**src/rtl/regfile_wb_pkg.sv**
```systemverilog
// Shared constants, entry type and pointer helper for the register-file writeback queue.
package regfile_wb_pkg;

    localparam int REG_W    = 32;
    localparam int SEL_W    = 5;
    localparam int NUM_REGS = 32;

    typedef struct packed {
        logic [SEL_W-1:0] sel;
        logic [REG_W-1:0] data;
    } wb_entry_t;

    function automatic int unsigned ptr_inc(input int unsigned ptr, input int unsigned depth);
        return (ptr + 1) % depth;
    endfunction

endpackage

```
**src/rtl/regfile_wb_queue_if.sv**
```systemverilog
// Push channel from execute/memory stages and the register-file write port of the queue.
interface regfile_wb_queue_if #(
    parameter int SEL_W  = 5,
    parameter int DATA_W = 32
);
    // Push handshake: an entry transfers at a posedge where in_valid && in_ready.
    // in_ready depends only on registered occupancy; the write port never back-pressures.
    logic              in_valid;
    logic              in_ready;
    logic [SEL_W-1:0]  in_sel;
    logic [DATA_W-1:0] in_data;
    logic              en;
    logic [SEL_W-1:0]  write_sel;
    logic [DATA_W-1:0] write_data;

    modport master (
        output in_valid, in_sel, in_data,
        input  in_ready, en, write_sel, write_data
    );

    modport slave (
        input  in_valid, in_sel, in_data,
        output in_ready, en, write_sel, write_data
    );
endinterface

```
**src/rtl/wb_lookup.sv**
```systemverilog
// Combinational pending-write lookup: youngest valid entry matching q_sel wins.
module wb_lookup
    import regfile_wb_pkg::*;
#(
    parameter int DEPTH  = 4,
    parameter int SEL_W  = 5,
    parameter int DATA_W = 32,
    parameter int PTR_W  = $clog2(DEPTH),
    parameter int CNT_W  = $clog2(DEPTH + 1)
) (
    input  logic [DEPTH-1:0][SEL_W-1:0]  sel_mem,
    input  logic [DEPTH-1:0][DATA_W-1:0] data_mem,
    input  logic [PTR_W-1:0]             rd_ptr,
    input  logic [CNT_W-1:0]             count,
    input  logic [SEL_W-1:0]             q_sel,
    output logic                         q_hit,
    output logic [DATA_W-1:0]            q_data
);

    logic [PTR_W-1:0] idx;

    // Walk oldest to youngest so a later (younger) match overrides an earlier one.
    always_comb begin
        q_hit  = 1'b0;
        q_data = '0;
        idx    = rd_ptr;
        for (int a = 0; a < DEPTH; a++) begin
            if ((CNT_W'(a) < count) && (sel_mem[idx] == q_sel)) begin
                q_hit  = 1'b1;
                q_data = data_mem[idx];
            end
            idx = PTR_W'(ptr_inc(32'(idx), DEPTH));
        end
    end

endmodule

```
**src/rtl/regfile_wb_queue.sv**
```systemverilog
// In-order writeback queue feeding the register-file write port, with two bypass lookups.
module regfile_wb_queue #(
    parameter int DEPTH  = 4,
    parameter int DATA_W = 32,
    parameter int SEL_W  = 5
) (
    input  logic                 clk,
    input  logic                 rst_n,
    regfile_wb_queue_if.slave    wb,
    input  logic                 hold,
    input  logic [SEL_W-1:0]     q1_sel,
    input  logic [SEL_W-1:0]     q2_sel,
    output logic                 q1_hit,
    output logic                 q2_hit,
    output logic [DATA_W-1:0]    q1_data,
    output logic [DATA_W-1:0]    q2_data,
    output logic [$clog2(DEPTH+1)-1:0] count
);
    import regfile_wb_pkg::*;

    localparam int PTR_W = $clog2(DEPTH);
    localparam int CNT_W = $clog2(DEPTH + 1);

    logic [PTR_W-1:0]             wr_ptr_q, wr_ptr_d;
    logic [PTR_W-1:0]             rd_ptr_q, rd_ptr_d;
    logic [CNT_W-1:0]             count_q, count_d;
    logic [DEPTH-1:0][SEL_W-1:0]  sel_mem_q, sel_mem_d;
    logic [DEPTH-1:0][DATA_W-1:0] data_mem_q, data_mem_d;
    logic                         not_empty, not_full, push, pop;

    always_comb begin
        not_empty  = (count_q != '0);
        not_full   = (count_q != CNT_W'(DEPTH));
        push       = wb.in_valid && not_full;
        pop        = not_empty && !hold;
        wr_ptr_d   = wr_ptr_q;
        rd_ptr_d   = rd_ptr_q;
        count_d    = count_q;
        sel_mem_d  = sel_mem_q;
        data_mem_d = data_mem_q;
        if (push) begin
            sel_mem_d[wr_ptr_q]  = wb.in_sel;
            data_mem_d[wr_ptr_q] = wb.in_data;
            wr_ptr_d             = PTR_W'(ptr_inc(32'(wr_ptr_q), DEPTH));
        end
        if (pop) begin
            rd_ptr_d = PTR_W'(ptr_inc(32'(rd_ptr_q), DEPTH));
        end
        case ({push, pop})
            2'b10:   count_d = count_q + CNT_W'(1);
            2'b01:   count_d = count_q - CNT_W'(1);
            default: count_d = count_q;
        endcase
    end

    always_ff @(posedge clk or negedge rst_n) begin
        if (!rst_n) begin
            wr_ptr_q   <= '0;
            rd_ptr_q   <= '0;
            count_q    <= '0;
            sel_mem_q  <= '0;
            data_mem_q <= '0;
        end else begin
            wr_ptr_q   <= wr_ptr_d;
            rd_ptr_q   <= rd_ptr_d;
            count_q    <= count_d;
            sel_mem_q  <= sel_mem_d;
            data_mem_q <= data_mem_d;
        end
    end

    // The head is shown even under hold so the port is never stale; en alone gates the write.
    assign wb.in_ready   = not_full;
    assign wb.en         = pop;
    assign wb.write_sel  = not_empty ? sel_mem_q[rd_ptr_q]  : '0;
    assign wb.write_data = not_empty ? data_mem_q[rd_ptr_q] : '0;
    assign count         = count_q;

    wb_lookup #(.DEPTH(DEPTH), .SEL_W(SEL_W), .DATA_W(DATA_W)) u_lookup_q1 (
        .sel_mem  (sel_mem_q),
        .data_mem (data_mem_q),
        .rd_ptr   (rd_ptr_q),
        .count    (count_q),
        .q_sel    (q1_sel),
        .q_hit    (q1_hit),
        .q_data   (q1_data)
    );

    wb_lookup #(.DEPTH(DEPTH), .SEL_W(SEL_W), .DATA_W(DATA_W)) u_lookup_q2 (
        .sel_mem  (sel_mem_q),
        .data_mem (data_mem_q),
        .rd_ptr   (rd_ptr_q),
        .count    (count_q),
        .q_sel    (q2_sel),
        .q_hit    (q2_hit),
        .q_data   (q2_data)
    );

endmodule

```
**src/flat_wrapper.sv**
```systemverilog
// flat-port wrapper written by rule: the top's interface ports become plain ports
module regfile_wb_queue_flat import regfile_wb_pkg::*;
#(
    parameter int DEPTH  = 4,
    parameter int DATA_W = 32,
    parameter int SEL_W  = 5
)
  (clk, rst_n, hold, q1_sel, q2_sel, q1_hit, q2_hit, q1_data, q2_data, count, wb_in_valid, wb_in_sel, wb_in_data, wb_in_ready, wb_en, wb_write_sel, wb_write_data);
  regfile_wb_queue_if #(.SEL_W(SEL_W), .DATA_W(DATA_W)) wb_i ();
  input  logic clk;
  input  logic rst_n;
  input  logic hold;
  input  logic [SEL_W-1:0] q1_sel;
  input  logic [SEL_W-1:0] q2_sel;
  output logic q1_hit;
  output logic q2_hit;
  output logic [DATA_W-1:0] q1_data;
  output logic [DATA_W-1:0] q2_data;
  output logic [$clog2(DEPTH+1)-1:0] count;
  input wire logic [$bits(wb_i.in_valid)-1:0] wb_in_valid;
  input wire logic [$bits(wb_i.in_sel)-1:0] wb_in_sel;
  input wire logic [$bits(wb_i.in_data)-1:0] wb_in_data;
  output wire logic [$bits(wb_i.in_ready)-1:0] wb_in_ready;
  output wire logic [$bits(wb_i.en)-1:0] wb_en;
  output wire logic [$bits(wb_i.write_sel)-1:0] wb_write_sel;
  output wire logic [$bits(wb_i.write_data)-1:0] wb_write_data;
  assign wb_i.in_valid = wb_in_valid;
  assign wb_i.in_sel = wb_in_sel;
  assign wb_i.in_data = wb_in_data;
  assign wb_in_ready = wb_i.in_ready;
  assign wb_en = wb_i.en;
  assign wb_write_sel = wb_i.write_sel;
  assign wb_write_data = wb_i.write_data;
  regfile_wb_queue #(.DEPTH(DEPTH), .DATA_W(DATA_W), .SEL_W(SEL_W)) u_core (.clk(clk), .rst_n(rst_n), .wb(wb_i), .hold(hold), .q1_sel(q1_sel), .q2_sel(q2_sel), .q1_hit(q1_hit), .q2_hit(q2_hit), .q1_data(q1_data), .q2_data(q2_data), .count(count));
endmodule
```
**config.mk**
```make
export PLATFORM = sky130hd
export DESIGN_NAME = regfile_wb_queue_flat
export DESIGN_NICKNAME = d
export VERILOG_FILES = /design/src/rtl/regfile_wb_pkg.sv /design/src/rtl/regfile_wb_queue_if.sv /design/src/rtl/wb_lookup.sv /design/src/rtl/regfile_wb_queue.sv /design/src/flat_wrapper.sv
export SDC_FILE = /design/constraint.sdc
export NUM_CORES = 1
export LEC_CHECK = 0
export ABC_AREA = 0
export CORE_ASPECT_RATIO = 1.25
export CORE_MARGIN = 3
export CORE_UTILIZATION = 45
export CTS_CLUSTER_SIZE = 8
export DETAILED_ROUTE_END_ITERATION = 12
export PLACE_DENSITY_LB_ADDON = 0.08
export RECOVER_POWER = 50
export SYNTH_ARGS = -nofsm -noshare
export SYNTH_HDL_FRONTEND = slang
export SYNTH_SLANG_ARGS = --single-unit
```
**constraint.sdc**
```tcl
create_clock -name clk -period 6.45 [get_ports clk]
set_clock_uncertainty 0.2 [all_clocks]
set_input_delay 1.29 -clock clk [delete_from_list [all_inputs] [get_ports clk]]
set_output_delay 1.29 -clock clk [all_outputs]
set_load 0.05 [all_outputs]
```
# ---- Word-level counts from Yosys, hierarchy flattened
# Cells that the tools add are included.
dict set report word_totals {
  reg_bits 155
  in_bits 51
  output_inout_bits 108
  word_cells 93
}
dict set report op_classes {
  add_sub_neg 6
  n_lt_le_gt_ge 10
  eq_ne 11
  muxes 41
  reduce_logical 14
}
# operator count
set ops {}
lappend ops {{$mux 32} 14}
lappend ops {{$bmux 32 s2} 4}
lappend ops {{$bwmux 128} 1}
lappend ops {{$demux 32 s2} 1}
lappend ops {{$bmux 5 s2} 4}
lappend ops {{$eq 5x5->1} 8}
lappend ops {{$mux 5} 6}
lappend ops {{$bwmux 20} 1}
lappend ops {{$lt 2x3->1 const B} 5}
lappend ops {{$logic_and 1x1->1} 11}
lappend ops {{$demux 5 s2} 1}
lappend ops {{$add 2x1->2 const B} 4}
lappend ops {{$mux 1} 8}
lappend ops {{$lt 1x3->1 const A} 2}
lappend ops {{$lt 2x3->1 const A} 2}
lappend ops {{$pmux 3 s2} 1}
lappend ops {{$add 3x1->3 const B} 1}
lappend ops {{$ne 3x3->1 const B} 1}
lappend ops {{$reduce_bool 3->1} 1}
lappend ops {{$sub 3x1->3 const B} 1}
lappend ops {{$eq 2x1->1 const B} 1}
lappend ops {{$eq 2x2->1 const B} 1}
lappend ops {{$ge 2x1->1 const B} 1}
lappend ops {{$reduce_bool 2->1} 1}
lappend ops {{$logic_not 1->1} 1}

# ---- Depth between registers and ports, before layout
# Gate-level depths: netlist of run 1.
dict set report depth {
  depth_word 8
  depth_mapped 12
  depth_no_buf 9
}

# ---- Hierarchy
# A second synthesis of run 1 with hierarchy kept.
dict set report hier_totals {
  cells_unflattened 1761
  area_unflattened_um2 17888.4
}
# mod instances cells_per_inst area_per_inst_um2 seq_area_each_um2
set modules_own_cells {}
lappend modules_own_cells {wb_lookup 2 663 5096.1 0.0}
lappend modules_own_cells {regfile_wb_queue 1 435 7696.1 3878.7}

# ---- Least setup slack after synthesis of run 1
# Ideal clock, no wire load.
dict set report synth_path {
  kind {input to output}
  start {input port q1_sel[3]}
  end {output port q1_data[10]}
  arrival_time_ns 3.754
  required_time_ns 4.960
  path_slack_ns 1.206
  path_stages 8
  n_path_buf 2
  cell_sequence {clkbuf_1 > nand2b_1 > mux2i_1 > nor4b_1 > o211ai_1 > clkbuf_1 > a21oi_1 > o21ai_0}
}
dict set report synth_between {
  elab_chain_cells 6
  elab_cells_between_ends 12
  cone_classes {eq/ne (4); mux (4); reduce/logical (4)}
}
# item line
set synth_lines {}
lappend synth_lines {{from (decl)} flat_wrapper.sv:13} ;# input logic [SEL_W-1:0] q1_sel;
lappend synth_lines {{$eq 5x5->1} wb_lookup.sv:28} ;# if ((CNT_W'(a) < count) && (sel_mem[idx] == q_sel)) begin
lappend synth_lines {{$logic_and 1x1->1} wb_lookup.sv:28}
lappend synth_lines {{$mux 32 (3 in a row)} wb_lookup.sv:28}
lappend synth_lines {{$mux 32 *} wb_lookup.sv:28}
lappend synth_lines {{to (decl)} flat_wrapper.sv:17} ;# output logic [DATA_W-1:0] q1_data;
# Every way passes the cells marked *; elsewhere a longest branch is shown, timed or not.

# ---- Worst setup path in the final report of run 1
dict set report layout_path {
  start {register u_core.rd_ptr_q[1]}
  end {output port q1_data[18]}
}
dict set report layout_between {
  elab_chain_cells 8
  elab_cells_between_ends 31
  cone_classes {add/sub (3); eq/ne (4); mux (20); reduce/logical (4)}
}
# item line
set layout_lines {}
lappend layout_lines {{from (decl)} regfile_wb_queue.sv:25} ;# logic [PTR_W-1:0] rd_ptr_q, rd_ptr_d;
lappend layout_lines {{from (signal assigned)} regfile_wb_queue.sv:65} ;# rd_ptr_q <= rd_ptr_d;
lappend layout_lines {{$add 2x1->2 / $bmux 5 s2 (equally long branches)} {regfile_wb_pkg.sv:14, wb_lookup.sv:28}}
lappend layout_lines {{$add 2x1->2 (tied with other cells) (2 in a row)} regfile_wb_pkg.sv:14} ;# return (ptr + 1) % depth;
lappend layout_lines {{$bmux 5 s2 (tied with other cells)} wb_lookup.sv:28}
lappend layout_lines {{$mux 5 (not written as such) (tied with other cells)} wb_lookup.sv:28}
lappend layout_lines {{$eq 5x5->1 (tied with other cells)} wb_lookup.sv:28}
lappend layout_lines {{$logic_and 1x1->1 / $mux 32 (equally long branches)} wb_lookup.sv:28}
lappend layout_lines {{$mux 32 *} wb_lookup.sv:28}
# Every way passes the cells marked *; elsewhere a longest branch is shown, timed or not. The select of a mux whose other input is x is not followed.

==> impl_metrics.tcl, run 1 <==
set metrics [dict create \
    status "complete, but fails checks" \
    violations "max-capacitance violations, max-slew violations" \
    yosys_warnings 0 \
    cts_tree "yes" \
    path_buf_inv 4 \
    worstHoldPathType "reg2reg" \
    htreeDepth 4 \
    via_per_inst 6.05 \
    clock_path_buffers 2 \
    clk_pin_slew_ns 0.06 \
    io_pins 159 \
    ys_ff_latch 155 \
    grt_pass1_wl_um 55600 \
    grt_antenna_before_repair 1 \
    slowest_stage "dfrtp_4" \
    syn_nets 1317 \
    tns_ns 0 \
    rr_worst_depth 7 \
    vias 10200 \
    multi_input_area_um2 7450 \
    grt_overflow 0 \
    critPathTopFamily "buffers and inverters" \
    synth_area_um2 11900 \
    worst-path-max-fanout 37 \
    crit_cells 10 \
    max-slew-margin-rel_pct -93.4 \
    worst_setup_path_end_kind "primary output" \
    syn_inst 1257 \
    crit_path_cell_trace "buf_4, mux4_2, xnor2_1, nand2_1, buf_4, o21a_1, o21ai_2, buf_4, o21ai_0, buf_12" \
    areaGrowthSynthToFinish_pct 20.7 \
    drive_gt1_share_pct 27.4 \
    worstSetupPathType "reg2out" \
    rrSetupSlack_ns 2.27 \
    grt_usage_pct 24.8 \
    timing.critical_path.to "q1_data[18]" \
    port_buffers 158 \
    min_period_ns 5.94 \
    startpoint "u_core.rd_ptr_q[1]$_DFFE_PN0P_" \
    root_buffer "clkbuf_16" \
    rows 65 \
    hold_viol 0 \
    cts-buffers-inserted 17 \
    initial_utilization_pct 46.4 \
    num-fill-cells 2361 \
    grt_pass1_vias 10200 \
    num-nets-final 1403 \
    clock_latency_ns 0.42 \
    post-cts-setup-buffers 0 \
    ff_latch_area_um2 3890 \
    die-height_um 188 \
    ant_nets 0 \
    cts_num_sinks 155 \
    cts_resized 0 \
    cap_viol_max_count 4 \
    totalWireLength_um 35300 \
    rsz0062_at_grt "false" \
    drt-pass1-iter-count 5 \
    startpoint_type "register" \
    ctsHoldBuffers 0 \
    crit_required_ns 4.96 \
    die_w_um 151 \
    grt_max_degree 105 \
    slew_viol_final 204 \
    tightest_slew_ns 2.90 \
    reg2reg_to "u_core.data_mem_q[112]$_DFFE_PN0P_" \
    ys_types 44 \
    routabilityCongestion 0.915 \
    crit_arrival_ns 4.45 \
    fmax_ghz 0.168 \
    die-area_um2 28400 \
    drc 0 \
    finalSetupViolCount 0 \
    synth_area_per_cell_um2 9.46 \
    critPathMaxStageDelay_ns 0.75 \
    drtIter0Drc 652 \
    reg2reg_from "u_core.count[0]$_DFFE_PN0P_" \
    ys_seq_area_share_pct 32.6 \
    period_share_pct 92.1 \
    core_um2 25600 \
    wire_per_inst_um 20.9 \
    hpwlAfterDp_um 23500 \
    crit_top_cell "buf_4" \
]
## per-stage QoR
| stage | cell area [µm²] | utilization (%) | setup slack (ns) | hold slack, ns | cells |
|---|---|---|---|---|---|
| 3_3_place_gp | 13800 | 53.9 | 0.728 | 0.302 | 1659 |
| 5_1_grt | 14300 | 56.0 | 0.257 | 0.342 | 1691 |
| 2_1_floorplan | 11900 | - | 1.21 | 0.292 | 1257 |
| 4_1_cts | 14400 | 56.1 | 0.504 | 0.325 | 1690 |
| 3_5_place_dp | 13800 | 53.9 | 0.683 | 0.311 | 1659 |
| 6_report | 14300 | 56.0 | 0.507 | 0.326 | 1691 |
## per-layer routing
metal	GRT usage, %	vias up	wire length [µm]
met5	0	-	0
met4	8.62	0	941
met2	41.3	304	17400
met1	32.6	5064	15100
li1	-	4811	-
met3	3.70	54	1800
## worst min path at each step
stage                     cells past startpoint  slack [ns]                            endpoint                               start
after floorplan                               1        0.29  u_core.data_mem_q[103]$_DFFE_PN0P_  u_core.data_mem_q[103]$_DFFE_PN0P_
after CTS                                     1        0.33  u_core.data_mem_q[102]$_DFFE_PN0P_  u_core.data_mem_q[102]$_DFFE_PN0P_
final                                         1        0.33   u_core.data_mem_q[50]$_DFFE_PN0P_   u_core.data_mem_q[50]$_DFFE_PN0P_
after detailed placement                      1        0.31  u_core.data_mem_q[102]$_DFFE_PN0P_  u_core.data_mem_q[102]$_DFFE_PN0P_
after global routing                          1        0.34   u_core.data_mem_q[10]$_DFFE_PN0P_   u_core.data_mem_q[10]$_DFFE_PN0P_
after global placement                        1        0.30  u_core.data_mem_q[127]$_DFFE_PN0P_  u_core.data_mem_q[127]$_DFFE_PN0P_
## flip-flops by register name, summed over array words and instances (netlist names)
name	cells
u_core.data_mem_q	128
u_core.sel_mem_q	20
u_core.count	3
u_core.rd_ptr_q	2
u_core.wr_ptr_q	2
## cells in the final DEF, fill, tap and decap left out, drive strengths merged, types with 36 or more instances in the layout
cell           count
a211oi            58
a21oi            128
buf               84
clkdlybuf4s50     96
dfrtp            155
mux2             214
mux2i             84
nand2             50
nor2             111
nor2b             38
o21ai             99
xnor2             36
## cell type report
type,instances,area share [%]
multi-input cells,977,52.0
flip-flops and latches,155,27.1
repair buffers,185,13.8
clock buffers,22,3.38
well taps,335,2.92
clock inverters,9,0.619
inverters,7,0.201
diodes,1,0.0174
## kinds of logic (layout without fill, tap and decap cells)
| family | Yosys count | count (layout) | share of synthesized area, % |
|---|---|---|---|
| AOI/OAI and AO/OA | 358 | 358 | 18.4 |
| other | 0 | 1 | 0 |
| xor gates and xnor gates | 50 | 50 | 3.68 |
| muxes | 312 | 312 | 30.0 |
| buffers and inverters | 125 | 223 | 4.91 |
| adders and majority gates | 9 | 9 | 0.947 |
| DFF | 155 | 155 | 32.6 |
| and+or+nand+nor | 248 | 248 | 9.38 |
## cells in the mapped netlist, drive strengths merged
master | instances | area (µm²)
mux2 | 214 | 2410
xor2 | 14 | 123
mux2i | 84 | 845
ha | 9 | 113
o21bai | 1 | 7.51
nor4b | 1 | 8.76
a31oi | 1 | 6.26
nand2b | 1 | 6.26
buf | 34 | 240
nand2 | 50 | 188
clkbuf | 84 | 317
a311oi | 32 | 280
nand3 | 2 | 10.0
or2 | 1 | 6.26
o211ai | 1 | 7.51
o21a | 1 | 7.51
nand4 | 4 | 25.0
nor2 | 111 | 419
mux4 | 14 | 315
nor4 | 2 | 12.5
nand4b | 1 | 8.76
nor2b | 38 | 238
dfrtp | 155 | 3880
inv | 7 | 26.3
a21o | 1 | 7.51
o22ai | 32 | 200
o31ai | 3 | 22.5
o2111ai | 1 | 8.76
and2 | 2 | 12.5
nor3 | 35 | 180
xnor2 | 36 | 315
o21ai | 99 | 495
a211oi | 58 | 505
a21oi | 128 | 641
Power of run 1 is not shown: default switching activity piles up to over one toggle a cycle in this logic, so the estimate is an artifact.
==> run 2, diff against run 1 <==
- clock period: 6.45 -> 5 ns (I/O delays scaled with it)
==> impl_metrics.tcl, run 2 (synthesis gave the netlist of run 1 again) <==
set metrics [dict create \
    status "complete, but fails checks" \
    violations "max-capacitance violations, max-slew violations" \
    grt_max_degree 129 \
    finalSetupViolCount 0 \
    crit_path_cell_trace "clkdlybuf4s50_1, nand2b_1, mux2i_1, nor4b_1, o211ai_1, inv_1, o21ai_2, buf_4, o21ai_0, buf_12" \
    slew_viol_final 204 \
    totalWireLength_um 35000 \
    tns_ns 0 \
    cts_num_sinks 155 \
    grt_pass1_vias 10100 \
    grt_pass1_wl_um 55300 \
    dpl_cell_area_um2 14400 \
    clock_path_buffers 2 \
    path_buf_inv 4 \
    initial_utilization_pct 46.4 \
    num-fill-cells 2286 \
    ff_latch_area_um2 3890 \
    finalInstanceArea_um2 15000 \
    drive_gt1_share_pct 28.7 \
    rows 65 \
    hold_viol 0 \
    grt_antenna_before_repair 2 \
    cap_viol_max_count 4 \
    critPathTopFamily "buffers and inverters" \
    min_period_ns 4.78 \
    drc 0 \
    final_common_cell "mux2_2" \
    mostFrequentLayoutCells "mux2_2, dfrtp_1, a21oi_1" \
    die_w_um 151 \
    vias 10300 \
    worstHoldPathType "reg2reg" \
    worst-path-max-fanout 13 \
    crit_arrival_ns 3.58 \
    ant_nets 0 \
    dp_slack_ns 0.248 \
    largest-register "u_core.data_mem_q" \
    period_share_pct 95.6 \
    port_buffers 158 \
    hpwlAfterDp_um 22600 \
    startpoint_type "primary input" \
    clock_latency_ns 0.42 \
    core_um2 25600 \
    die-area_um2 28400 \
    routabilityCongestion 0.868 \
    worstSetupPathType "in2out" \
    fin_ws_ns 0.218 \
    worst_setup_path_end_kind "primary output" \
    htreeDepth 4 \
    multi_input_area_um2 7470 \
    rsz0062_at_grt "false" \
    io_pins 159 \
    root_buffer "clkbuf_16" \
    critPathMaxStageDelay_ns 0.64 \
    die-height_um 188 \
    clk_pin_slew_ns 0.06 \
    wire_per_inst_um 20.5 \
    areaGrowthSynthToFinish_pct 26.4 \
    postLayoutCoreUtil_pct 58.7 \
    slowest_stage "clkdlybuf4s50_1" \
    fmax_ghz 0.209 \
    drt-pass1-iter-count 5 \
    via_per_inst 6.00 \
    rrSetupSlack_ns 0.86 \
    grt_overflow 0 \
    grt_usage_pct 24.5 \
    max-slew-margin-rel_pct -86.6 \
    tightest_slew_ns 2.80 \
    drtIter0Drc 736 \
    cts_tree "yes" \
    crit_required_ns 3.80 \
    cts-buffers-inserted 17 \
    largest_register_ffs 128 \
    num-nets-final 1418 \
]
-- run 2: metal layers --
layer	wire length, µm	share of wire [%]	track usage, %
met5	0	0	0
met4	618	1.8	7.26
met3	1830	5.2	3.99
met2	17200	49	40.6
met1	15300	44	32.9
-- run 2: stage by stage --
step | cells | hold WS, ns
final | 1709 | 0.325
after global routing | 1708 | 0.340
after CTS | 1705 | 0.325
after detailed placement | 1673 | 0.310
after global placement | 1673 | 0.304
after floorplan | 1257 | 0.292
-- run 2: worst reg2reg max path, delay by kind of cell (launching register included) --
kind | cells | cell delay (ns)
adders and majority gates | 1 | 0.18
buffers and inverters | 2 | 2.09
DFF | 1 | 0.48
muxes | 1 | 0.51
and+or+nand+nor | 3 | 0.56
-- run 2: worst paths after layout --
check	startpoint	end	cells past startpoint
worst max register to register	u_core.count[0]$_DFFE_PN0P_	u_core.data_mem_q[113]$_DFFE_PN0P_	7
min in group asynchronous	rst_n	u_core.count[2]$_DFFE_PN0P_	1
worst min-delay path	u_core.data_mem_q[39]$_DFFE_PN0P_	u_core.data_mem_q[39]$_DFFE_PN0P_	1
worst max-delay path	q1_sel[3]	q1_data[19]	10
max in group asynchronous	rst_n	u_core.data_mem_q[87]$_DFFE_PN0P_	2
worst min register to register	u_core.data_mem_q[39]$_DFFE_PN0P_	u_core.data_mem_q[39]$_DFFE_PN0P_	1
-- run 2: cell type report --
type | instances | area share (%)
antenna | 3 | 0.0500
sequential | 155 | 25.9
tap | 335 | 2.79
inverter | 7 | 0.191
multi-input combinational | 977 | 49.7
clock buffer | 19 | 2.88
clock inverter | 13 | 0.966
timing repair buffer | 200 | 17.6
-- run 2: what timing repair did --
| item | CTS | global route |
|---|---|---|
| resized for setup | 0 | 1 |
| setup buffers | 0 | 1 |
| hold buffers | 0 | 0 |
| endpoints found under the setup margin | 0 | 7 |
Power of run 2 is left out for the same reason.
==> run 3, diff against run 2 <==
- CORE_UTILIZATION: 45 -> 35
==> impl_metrics.tcl, run 3 (synthesis gave the netlist of run 1 again) <==
set metrics [dict create \
    slowest_stage "clkdlybuf4s50_1" \
    hp-start "u_core.data_mem_q[103]$_DFFE_PN0P_" \
    grt_antenna_before_repair 0 \
    root_buffer "clkbuf_16" \
    cts_num_sinks 155 \
    ctsHoldBuffers 0 \
    violations "max-capacitance violations, max-slew violations" \
    route.met2.wl_um 18200 \
    vias 10200 \
    clock_path_buffers 2 \
    reg2reg_from "u_core.count[1]$_DFFE_PN0P_" \
    critPathMaxStageDelay_ns 0.53 \
    grt_max_degree 129 \
    num-nets-final 1405 \
    drc 0 \
    reg2reg_to "u_core.data_mem_q[50]$_DFFE_PN0P_" \
    slew_viol_final 183 \
    worstSetupPathType "in2out" \
    largest_register_ffs 128 \
    initial_utilization_pct 36.0 \
    period_share_pct 94.7 \
    startpoint_type "primary input" \
    drt-pass1-iter-count 5 \
    hold_viol 0 \
    grt_pass1_wl_um 58400 \
    die-height_um 212 \
    crit_arrival_ns 3.53 \
    fmax_ghz 0.211 \
    status "complete, but fails checks" \
    die-area_um2 36200 \
    crit_cells 10 \
    finalSetupViolCount 0 \
    dr.max_layer_used "met4" \
    met3_wirelength_um 1550 \
    clock_latency_ns 0.43 \
    crit_path_cell_trace "clkdlybuf4s50_1, nor2b_1, mux2i_1, nor4_1, o211ai_1, buf_4, and2_1, a21oi_1, a21oi_1, buf_12" \
    worst-path-max-fanout 15 \
    totalWireLength_um 36900 \
    rsz0062_at_grt "false" \
    via_per_inst 5.72 \
    drive_gt1_share_pct 28.0 \
    path_buf_inv 3 \
    critPathTopFamily "buffers and inverters" \
    rr_worst_depth 7 \
    die_w_um 171 \
    worst_setup_path_end_kind "primary output" \
    cts-buffers-inserted 17 \
    max-slew-margin-rel_pct -89.5 \
    mostFrequentLayoutCells "mux2_2, dfrtp_1, a21oi_1" \
    ant_nets 0 \
    tightest_slew_ns 2.84 \
    wl_met1_um 16400 \
    crit_top_cell "a21oi_1" \
    wire_per_inst_um 20.8 \
    port_buffers 158 \
    startpoint "q1_sel[4]" \
    rows 74 \
    num-fill-cells 3151 \
    min_period_ns 4.73 \
    crit_required_ns 3.80 \
    post-cts-setup-buffers 0 \
    hpwlAfterDp_um 23800 \
    core_um2 33100 \
    io_pins 159 \
    cts_tree "yes" \
    timing.critical_path.to "q1_data[0]" \
    grt_pass1_vias 10300 \
    cap_viol_max_count 3 \
    hold_slack_ns 0.327 \
    drtIter0Drc 628 \
    routabilityCongestion 0.831 \
    grt_usage_pct 20.4 \
    tns_ns 0 \
    grt_overflow 0 \
    htreeDepth 4 \
    rrSetupSlack_ns 0.91 \
    worstHoldPathType "reg2reg" \
    final_common_cell "mux2_2" \
    areaGrowthSynthToFinish_pct 26.6 \
    clk_pin_slew_ns 0.07 \
    largest-register "u_core.data_mem_q" \
]
run 3: cell types whose count changed in the layout (fill, tap and decap cells not counted), sizes merged:
cell / before / now
clkbuf: 24 / 25
diode: 3 / 1
inv: 9 / 11
clkinv: 6 / 3
bufinv: 2 / 1
buf: 104 / 92
run 3: area by class of cell:
class,instances,area [µm²],area share (%)
diodes,1,2.50,0.0166
well taps,418,523,3.48
flip-flops and latches,155,3890,25.8
multi-input cells,977,7460,49.6
inverters,7,28.8,0.191
clock inverters,11,110,0.732
clock buffers,21,460,3.06
repair buffers,187,2570,17.1
run 3: how the worst min path moves through the flow:
stage               cells after the start  slack, ns                                  to
finish                                  1       0.33  u_core.data_mem_q[103]$_DFFE_PN0P_
global placement                        1       0.30  u_core.data_mem_q[103]$_DFFE_PN0P_
floorplan                               1       0.29  u_core.data_mem_q[103]$_DFFE_PN0P_
CTS                                     1       0.33   u_core.data_mem_q[32]$_DFFE_PN0P_
global route                            1       0.34   u_core.data_mem_q[97]$_DFFE_PN0P_
detailed placement                      1       0.31   u_core.data_mem_q[63]$_DFFE_PN0P_
run 3: per-stage QoR:
| stage | cell area [µm²] | std cells | utilization (%) | setup WS (ns) |
|---|---|---|---|---|
| finish | 15000 | 1777 | 45.5 | 0.267 |
| global route | 15000 | 1776 | 45.5 | 0.113 |
| CTS | 15100 | 1776 | 45.6 | 0.162 |
| detailed placement | 14500 | 1744 | 43.9 | 0.217 |
| global placement | 14500 | 1744 | 43.9 | 0.189 |
| floorplan | 11900 | 1257 | - | 0.336 |
run 3: per-layer routing:
layer | up-vias | track usage, %
li1 | 4807 | -
met1 | 5036 | 26.9
met2 | 286 | 34.6
met3 | 43 | 3.07
met4 | 0 | 6.08
met5 | - | 0
run 3: timing repair:
item / CTS / global route
endpoints found under the hold margin: 0 / 0
setup endpoints to repair: 0 / 1
resized for setup: 0 / 1
Power of run 3 is left out for the same reason.
